`src/rtl/fir_apb_master_if.sv`:
```
// APB bundle between fir_apb_master (initiator) and the FIR accelerator's register slave.
interface fir_apb_master_if #(
  parameter int ADDR_WIDTH = 32,
  parameter int DATA_WIDTH = 32
);
  logic [ADDR_WIDTH-1:0] paddr_o;
  logic                  psel_o;
  logic                  penable_o;
  logic                  pwrite_o;
  logic [DATA_WIDTH-1:0] pwdata_o;
  logic [DATA_WIDTH-1:0] prdata_i;
  logic                  pready_i;
  logic                  pslverr_i;

  modport master (
    output paddr_o, psel_o, penable_o, pwrite_o, pwdata_o,
    input  prdata_i, pready_i, pslverr_i
  );

  modport slave (
    input  paddr_o, psel_o, penable_o, pwrite_o, pwdata_o,
    output prdata_i, pready_i, pslverr_i
  );
endinterface

```
`src/rtl/fir_apb_master.sv`:
```
// Sequences the FIR accelerator over APB: CONTROL setup, then per sample DATA_IN write,
// STATUS polling and RESULT read, returning the result on a valid/ready stream.
//
// state     | meaning
// S_IDLE    | no transfer; picks clear, setup or a new sample
// S_CTRL_WR | write CTRL_VALUE to CONTROL, then mark setup done
// S_CLR_WR  | write CTRL_VALUE|0x4 to CONTROL (coefficient clear), then S_CTRL_WR
// S_DATA_WR | write the latched sample to DATA_IN
// S_STAT_RD | read STATUS until bit 0 is set or the poll budget runs out
// S_RES_RD  | read RESULT into the output register
module fir_apb_master #(
  parameter int                    ADDR_WIDTH = 32,
  parameter int                    DATA_WIDTH = 32,
  parameter logic [ADDR_WIDTH-1:0] BASE_ADDR  = 32'h0000_0000,
  parameter logic [DATA_WIDTH-1:0] CTRL_VALUE = 32'h0000_0009,
  parameter int                    POLL_LIMIT = 16
) (
  input  logic                  clk_i,
  input  logic                  rst_i,
  input  logic [DATA_WIDTH-1:0] sample_i,
  input  logic                  sample_valid_i,
  output logic                  sample_ready_o,
  output logic [DATA_WIDTH-1:0] result_o,
  output logic                  result_valid_o,
  input  logic                  result_ready_i,
  input  logic                  clear_i,
  output logic                  busy_o,
  output logic                  error_o,
  fir_apb_master_if.master      apb
);

  localparam logic [2:0] S_IDLE    = 3'd0;
  localparam logic [2:0] S_CTRL_WR = 3'd1;
  localparam logic [2:0] S_CLR_WR  = 3'd2;
  localparam logic [2:0] S_DATA_WR = 3'd3;
  localparam logic [2:0] S_STAT_RD = 3'd4;
  localparam logic [2:0] S_RES_RD  = 3'd5;

  localparam logic [ADDR_WIDTH-1:0] OFF_CTRL = ADDR_WIDTH'(32'h00);
  localparam logic [ADDR_WIDTH-1:0] OFF_STAT = ADDR_WIDTH'(32'h04);
  localparam logic [ADDR_WIDTH-1:0] OFF_DATA = ADDR_WIDTH'(32'h08);
  localparam logic [ADDR_WIDTH-1:0] OFF_RES  = ADDR_WIDTH'(32'h10);
  localparam logic [DATA_WIDTH-1:0] CLR_BIT  = DATA_WIDTH'(32'h04);

  localparam int PCW = $clog2(POLL_LIMIT + 1);

  logic [2:0]            state;
  logic                  accessPh;
  logic                  ctrlDone;
  logic                  clrPending;
  logic [DATA_WIDTH-1:0] sampleReg;
  logic [DATA_WIDTH-1:0] resultReg;
  logic                  resultValid;
  logic                  errorReg;
  logic [PCW-1:0]        pollLeft;
  logic                  clearReq;
  logic                  sampleFire;

  // A pending clear also blocks sample acceptance so IDLE never commits to both.
  assign clearReq       = clrPending | clear_i;
  assign sample_ready_o = (state == S_IDLE) & ctrlDone & ~resultValid & ~clearReq;
  assign sampleFire     = sample_ready_o & sample_valid_i;

  assign busy_o         = (state != S_IDLE);
  assign error_o        = errorReg;
  assign result_o       = resultReg;
  assign result_valid_o = resultValid;

  always_ff @(posedge clk_i or posedge rst_i) begin
    if (rst_i) begin
      state       <= S_IDLE;
      accessPh    <= 1'b0;
      ctrlDone    <= 1'b0;
      clrPending  <= 1'b0;
      sampleReg   <= '0;
      resultReg   <= '0;
      resultValid <= 1'b0;
      errorReg    <= 1'b0;
      pollLeft    <= '0;
    end else begin
      if (result_ready_i) resultValid <= 1'b0;
      if (clear_i) clrPending <= 1'b1;

      if (state == S_IDLE) begin
        if (clearReq) begin
          state      <= S_CLR_WR;
          clrPending <= 1'b0;
          errorReg   <= 1'b0;
        end else if (!ctrlDone) begin
          state <= S_CTRL_WR;
        end else if (sampleFire) begin
          sampleReg <= sample_i;
          state     <= S_DATA_WR;
        end
      end else if (!accessPh) begin
        accessPh <= 1'b1;
      end else if (apb.pready_i) begin
        accessPh <= 1'b0;
        if (apb.pslverr_i) begin
          errorReg <= 1'b1;
          state    <= S_IDLE;
        end else begin
          case (state)
            S_CTRL_WR: begin
              ctrlDone <= 1'b1;
              state    <= S_IDLE;
            end
            S_CLR_WR: state <= S_CTRL_WR;
            S_DATA_WR: begin
              pollLeft <= PCW'(POLL_LIMIT);
              state    <= S_STAT_RD;
            end
            S_STAT_RD: begin
              if (apb.prdata_i[0]) begin
                state <= S_RES_RD;
              end else if (pollLeft == PCW'(1)) begin
                errorReg <= 1'b1;
                state    <= S_IDLE;
              end else begin
                pollLeft <= pollLeft - PCW'(1);
              end
            end
            S_RES_RD: begin
              resultReg   <= apb.prdata_i;
              resultValid <= 1'b1;
              state       <= S_IDLE;
            end
            default: state <= S_IDLE;
          endcase
        end
      end
    end
  end

  always_comb begin
    apb.psel_o    = (state != S_IDLE);
    apb.penable_o = accessPh;
    apb.pwrite_o  = 1'b0;
    apb.paddr_o   = '0;
    apb.pwdata_o  = '0;
    case (state)
      S_CTRL_WR: begin
        apb.pwrite_o = 1'b1;
        apb.paddr_o  = BASE_ADDR + OFF_CTRL;
        apb.pwdata_o = CTRL_VALUE;
      end
      S_CLR_WR: begin
        apb.pwrite_o = 1'b1;
        apb.paddr_o  = BASE_ADDR + OFF_CTRL;
        apb.pwdata_o = CTRL_VALUE | CLR_BIT;
      end
      S_DATA_WR: begin
        apb.pwrite_o = 1'b1;
        apb.paddr_o  = BASE_ADDR + OFF_DATA;
        apb.pwdata_o = sampleReg;
      end
      S_STAT_RD: apb.paddr_o = BASE_ADDR + OFF_STAT;
      S_RES_RD:  apb.paddr_o = BASE_ADDR + OFF_RES;
      default: ;
    endcase
  end

endmodule

```
`src/flat_wrapper.sv`:
```
// flat-port wrapper written by rule: the top's interface ports become plain ports
module fir_apb_master_flat 
#(
  parameter int                    ADDR_WIDTH = 32,
  parameter int                    DATA_WIDTH = 32,
  parameter logic [ADDR_WIDTH-1:0] BASE_ADDR  = 32'h0000_0000,
  parameter logic [DATA_WIDTH-1:0] CTRL_VALUE = 32'h0000_0009,
  parameter int                    POLL_LIMIT = 16
)
  (clk_i, rst_i, sample_i, sample_valid_i, sample_ready_o, result_o, result_valid_o, result_ready_i, clear_i, busy_o, error_o, apb_paddr_o, apb_psel_o, apb_penable_o, apb_pwrite_o, apb_pwdata_o, apb_prdata_i, apb_pready_i, apb_pslverr_i);
  fir_apb_master_if #(.ADDR_WIDTH(ADDR_WIDTH), .DATA_WIDTH(DATA_WIDTH)) apb_i ();
  input  logic clk_i;
  input  logic rst_i;
  input  logic [DATA_WIDTH-1:0] sample_i;
  input  logic sample_valid_i;
  output logic sample_ready_o;
  output logic [DATA_WIDTH-1:0] result_o;
  output logic result_valid_o;
  input  logic result_ready_i;
  input  logic clear_i;
  output logic busy_o;
  output logic error_o;
  output wire logic [$bits(apb_i.paddr_o)-1:0] apb_paddr_o;
  output wire logic [$bits(apb_i.psel_o)-1:0] apb_psel_o;
  output wire logic [$bits(apb_i.penable_o)-1:0] apb_penable_o;
  output wire logic [$bits(apb_i.pwrite_o)-1:0] apb_pwrite_o;
  output wire logic [$bits(apb_i.pwdata_o)-1:0] apb_pwdata_o;
  input wire logic [$bits(apb_i.prdata_i)-1:0] apb_prdata_i;
  input wire logic [$bits(apb_i.pready_i)-1:0] apb_pready_i;
  input wire logic [$bits(apb_i.pslverr_i)-1:0] apb_pslverr_i;
  assign apb_paddr_o = apb_i.paddr_o;
  assign apb_psel_o = apb_i.psel_o;
  assign apb_penable_o = apb_i.penable_o;
  assign apb_pwrite_o = apb_i.pwrite_o;
  assign apb_pwdata_o = apb_i.pwdata_o;
  assign apb_i.prdata_i = apb_prdata_i;
  assign apb_i.pready_i = apb_pready_i;
  assign apb_i.pslverr_i = apb_pslverr_i;
  fir_apb_master #(.ADDR_WIDTH(ADDR_WIDTH), .DATA_WIDTH(DATA_WIDTH), .BASE_ADDR(BASE_ADDR), .CTRL_VALUE(CTRL_VALUE), .POLL_LIMIT(POLL_LIMIT)) u_core (.clk_i(clk_i), .rst_i(rst_i), .sample_i(sample_i), .sample_valid_i(sample_valid_i), .sample_ready_o(sample_ready_o), .result_o(result_o), .result_valid_o(result_valid_o), .result_ready_i(result_ready_i), .clear_i(clear_i), .busy_o(busy_o), .error_o(error_o), .apb(apb_i));
endmodule
```
`config.mk`:
```
export PLATFORM = sky130hd
export DESIGN_NAME = fir_apb_master_flat
export DESIGN_NICKNAME = d
export VERILOG_FILES = /design/src/rtl/fir_apb_master_if.sv /design/src/rtl/fir_apb_master.sv /design/src/flat_wrapper.sv
export SDC_FILE = /design/constraint.sdc
export NUM_CORES = 1
export LEC_CHECK = 0
export CORE_MARGIN = 8
export CORE_UTILIZATION = 44
export DETAILED_ROUTE_END_ITERATION = 16
export GPL_TIMING_DRIVEN = 0
export PLACE_DENSITY = 0.86
export SYNTH_ARGS = -nofsm -noshare
export SYNTH_HDL_FRONTEND = slang
export SYNTH_SLANG_ARGS = --single-unit
```
`constraint.sdc`:
```
create_clock -name clk_i -period 3.5 [get_ports clk_i]
set_clock_uncertainty 0.1 [all_clocks]
set_input_delay 0.525 -clock clk_i [delete_from_list [all_inputs] [get_ports clk_i]]
set_output_delay 0.525 -clock clk_i [all_outputs]
set_load 0.1 [all_outputs]
```
==> results <==
final cells by class:
type / count / area (sq um) / share of cell area [%]
clock buffer: 10 / 128 / 2.33
buffer: 45 / 292 / 5.33
inverter: 6 / 25.0 / 0.457
clock inverter: 6 / 111 / 2.04
sequential: 77 / 1930 / 35.2
multi-input combinational: 190 / 1470 / 26.9
tap: 105 / 131 / 2.40
timing repair buffer: 145 / 1380 / 25.3
worst paths after layout:
path | end | slack, ps | depth (start not counted)
setup / recovery | apb_pwdata_o[0] | 220 | 5
hold / removal | u_core.result_o[28]$_DFFE_PP0P_ | 320 | 2
setup reg to reg | u_core.sampleReg[11]$_DFFE_PP0P_ | 1370 | 5
hold reg to reg | u_core.sampleReg[10]$_DFFE_PP0P_ | 390 | 1
max in group asynchronous | u_core.pollLeft[4]$_DFFE_PP0P_ | 2440 | 3
min in group clk_i | u_core.sampleReg[10]$_DFFE_PP0P_ | 390 | 1
power groups by stage:
stage / logic (mW) / clock network [mW] / registers [mW]
after detailed placement: 3.04 / 0 / 1.35
after global routing: 3.10 / 0.863 / 1.38
after floorplan: 1.59 / 0 / 2.09
final: 2.99 / 0.802 / 1.34
after global placement: 3.00 / 0 / 1.33
after CTS: 3.02 / 0.818 / 1.34
metrics by stage:
step	total power, mW	util (%)	setup TNS [ps]
after floorplan	3.69	-	0
after global placement	4.33	65.3	-23700
after detailed placement	4.39	65.7	0
after CTS	5.18	68.8	0
after global routing	5.34	67.6	0
final	5.12	67.6	0
repair_timing:
item,CTS,global route
resized for setup,67,24
pin swaps,0,0
setup endpoints to repair,30,21
worst max-delay path: stages (launching register included):
cell and delay, ps:
dfrtp_1 370, clkbuf_1 370, nor2_1 80, nor2_1 180, o21a_1 170, clkdlybuf4s50_1 1140
state kept, by name, summed over array words and instances, names as in the netlist:
register	cells
u_core.state	3
u_core.error_o	1
u_core.sampleReg	32
u_core.apb.penable_o	1
u_core.clrPending	1
u_core.ctrlDone	1
u_core.result_o	32
u_core.pollLeft	5
u_core.result_valid_o	1
cell usage after synthesis, drive strengths merged:
library cell / number
a21boi: 1
a21o: 2
a21oi: 4
a32o: 1
and2: 30
and3b: 2
buf: 38
clkbuf: 7
conb: 1
dfrtp: 77
ha: 2
inv: 6
mux2: 67
mux2i: 1
nand2: 5
nand2b: 1
nand3: 1
nand4: 1
nor2: 16
nor2b: 2
nor3: 5
nor3b: 2
nor4b: 1
nor4bb: 1
o21a: 2
o21ai: 2
o221a: 1
o221ai: 2
o22a: 1
o2bb2ai: 1
o31ai: 1
o41ai: 1
or2: 2
or3: 1
or3b: 2
cells by family after synthesis:
| group | after synthesis | share of synthesized area (%) |
|---|---|---|
| simple gates | 72 | 11.6 |
| fa+ha+maj | 2 | 0.693 |
| buf+inv | 51 | 8.70 |
| flops | 77 | 53.4 |
| compound gates | 19 | 4.12 |
| other cells | 1 | 0.104 |
| mux | 68 | 21.4 |
layer usage:
layer / global-route usage, % / up-vias / part of all wire, %
met2: 28.7 / 104 / 52
met5: 0 / - / 0
met4: 6.73 / 0 / 1.5
met3: 8.28 / 10 / 11
met1: 16.4 / 1280 / 36
li1: - / 1293 / -
==> results.json <==
{
  "outcome": "completed",
  "post-cts-setup-buffer-count": 0,
  "vias": 2687,
  "synth_area_leaders": "dfrtp_1 53%, mux2_2 19%, buf_4 6.2%",
  "start_kind": "flop",
  "die_w_um": 107,
  "dp_worst_setup_slack_ps": 61.6,
  "max_slew_margin_pct": 32.4,
  "postSynthAreaPerCell_sq_um": 12.4,
  "grt_pass1_vias": 2944,
  "switching_power_mw": 2.68,
  "ctsHoldBuffers": 0,
  "synth_top_area_share_pct": 53.4,
  "internal_power_mw": 2.44,
  "fmax_mhz": 305,
  "peakVddDrop_v": 0.000557,
  "combPwrFrac_pct": 58.3,
  "hold_viol_final": 0,
  "p_leak_nw": 2.65,
  "worstSetupPathType": "reg -> out",
  "dieArea_sq_um": 11400,
  "io_buffers": 144,
  "ant_nets": 0,
  "cp_max_fo": 10,
  "fillers": 612,
  "via_per_inst": 4.60,
  "fin_crit_ps": 3280,
  "worst_pin_slew_ps": 1010,
  "clockRootBuffer": "clkbuf_8",
  "die_y_um": 107,
  "first_pass_iters": 4,
  "cts_max_level": 3,
  "pwr-share-clk_pct": 15.7,
  "io_pins": 174,
  "yosysWarnings": 0,
  "wl_per_cell_um": 15.9,
  "rows": 33,
  "drc": 0,
  "hold_path.class": "in -> async",
  "dp_cells": 568,
  "p_sw_share_pct": 52.4,
  "fin_cells": 584,
  "drive_gt1_share_pct": 32.4,
  "final-setup-viol-count": 0,
  "layout_commonest_cell": "clkdlybuf4s50_1",
  "netlist_instances": 290,
  "grt.total_usage_pct": 16.5,
  "grt_pass1_wl_mm": 14.9,
  "antenna_found_initial": 0,
  "layout_common_cells": "113 x clkdlybuf4s50_1, 77 x dfrtp_1, 62 x mux2_2, 30 x and2_1, 30 x buf_4",
  "yosysTopAreaCell": "dfrtp_1",
  "crit_start": "u_core.state[1]$_DFFE_PP0P_",
  "initial_core_util_pct": 44.6,
  "slew_violations": 0,
  "power_frac_seq_pct": 26.1,
  "nets": 547,
  "area_growth_pct": 51.6,
  "yosysSeqAreaShare_pct": 53.4,
  "fin_hold_ws_ps": 320,
  "drv_cap": 0,
  "rsz0062_at_grt": "no",
  "grt_max_degree": 72,
  "clk_pin_slew_worst_paths_ps": 80,
  "dp_hpwl_mm": 7.32,
  "fin_area_sq_um": 5470,
  "antenna-diode-count": 0,
  "wl_mm": 9.27,
  "cts_tree": "yes",
  "detail_route.iter0.violations": 39,
  "ys_ff_latch": 77,
  "cp-end-kind": "output pin",
  "crit_arrival_ps": 2660,
  "p_per_area_nw_per_um2": 936,
  "fin_ws_ps": 220,
  "period_share_pct": 93.7,
  "cts.sinks": 77,
  "cts_buffer_depth": 2,
  "worstPathRequired_ps": 2870,
  "post_dp_cell_area_sq_um": 5320,
  "syn_area_sq_um": 3610,
  "worstReg2RegStart": "u_core.state[2]$_DFFE_PP0P_",
  "grt-ovfl-total": 0,
  "cts_buffers": 9,
  "place_congestion": 0.791,
  "coreArea_sq_um": 8090,
  "clk-insertion-delay-late_ps": 340,
  "ys_types": 41
}
No activity file was read; power rests on OpenSTA's default activity.
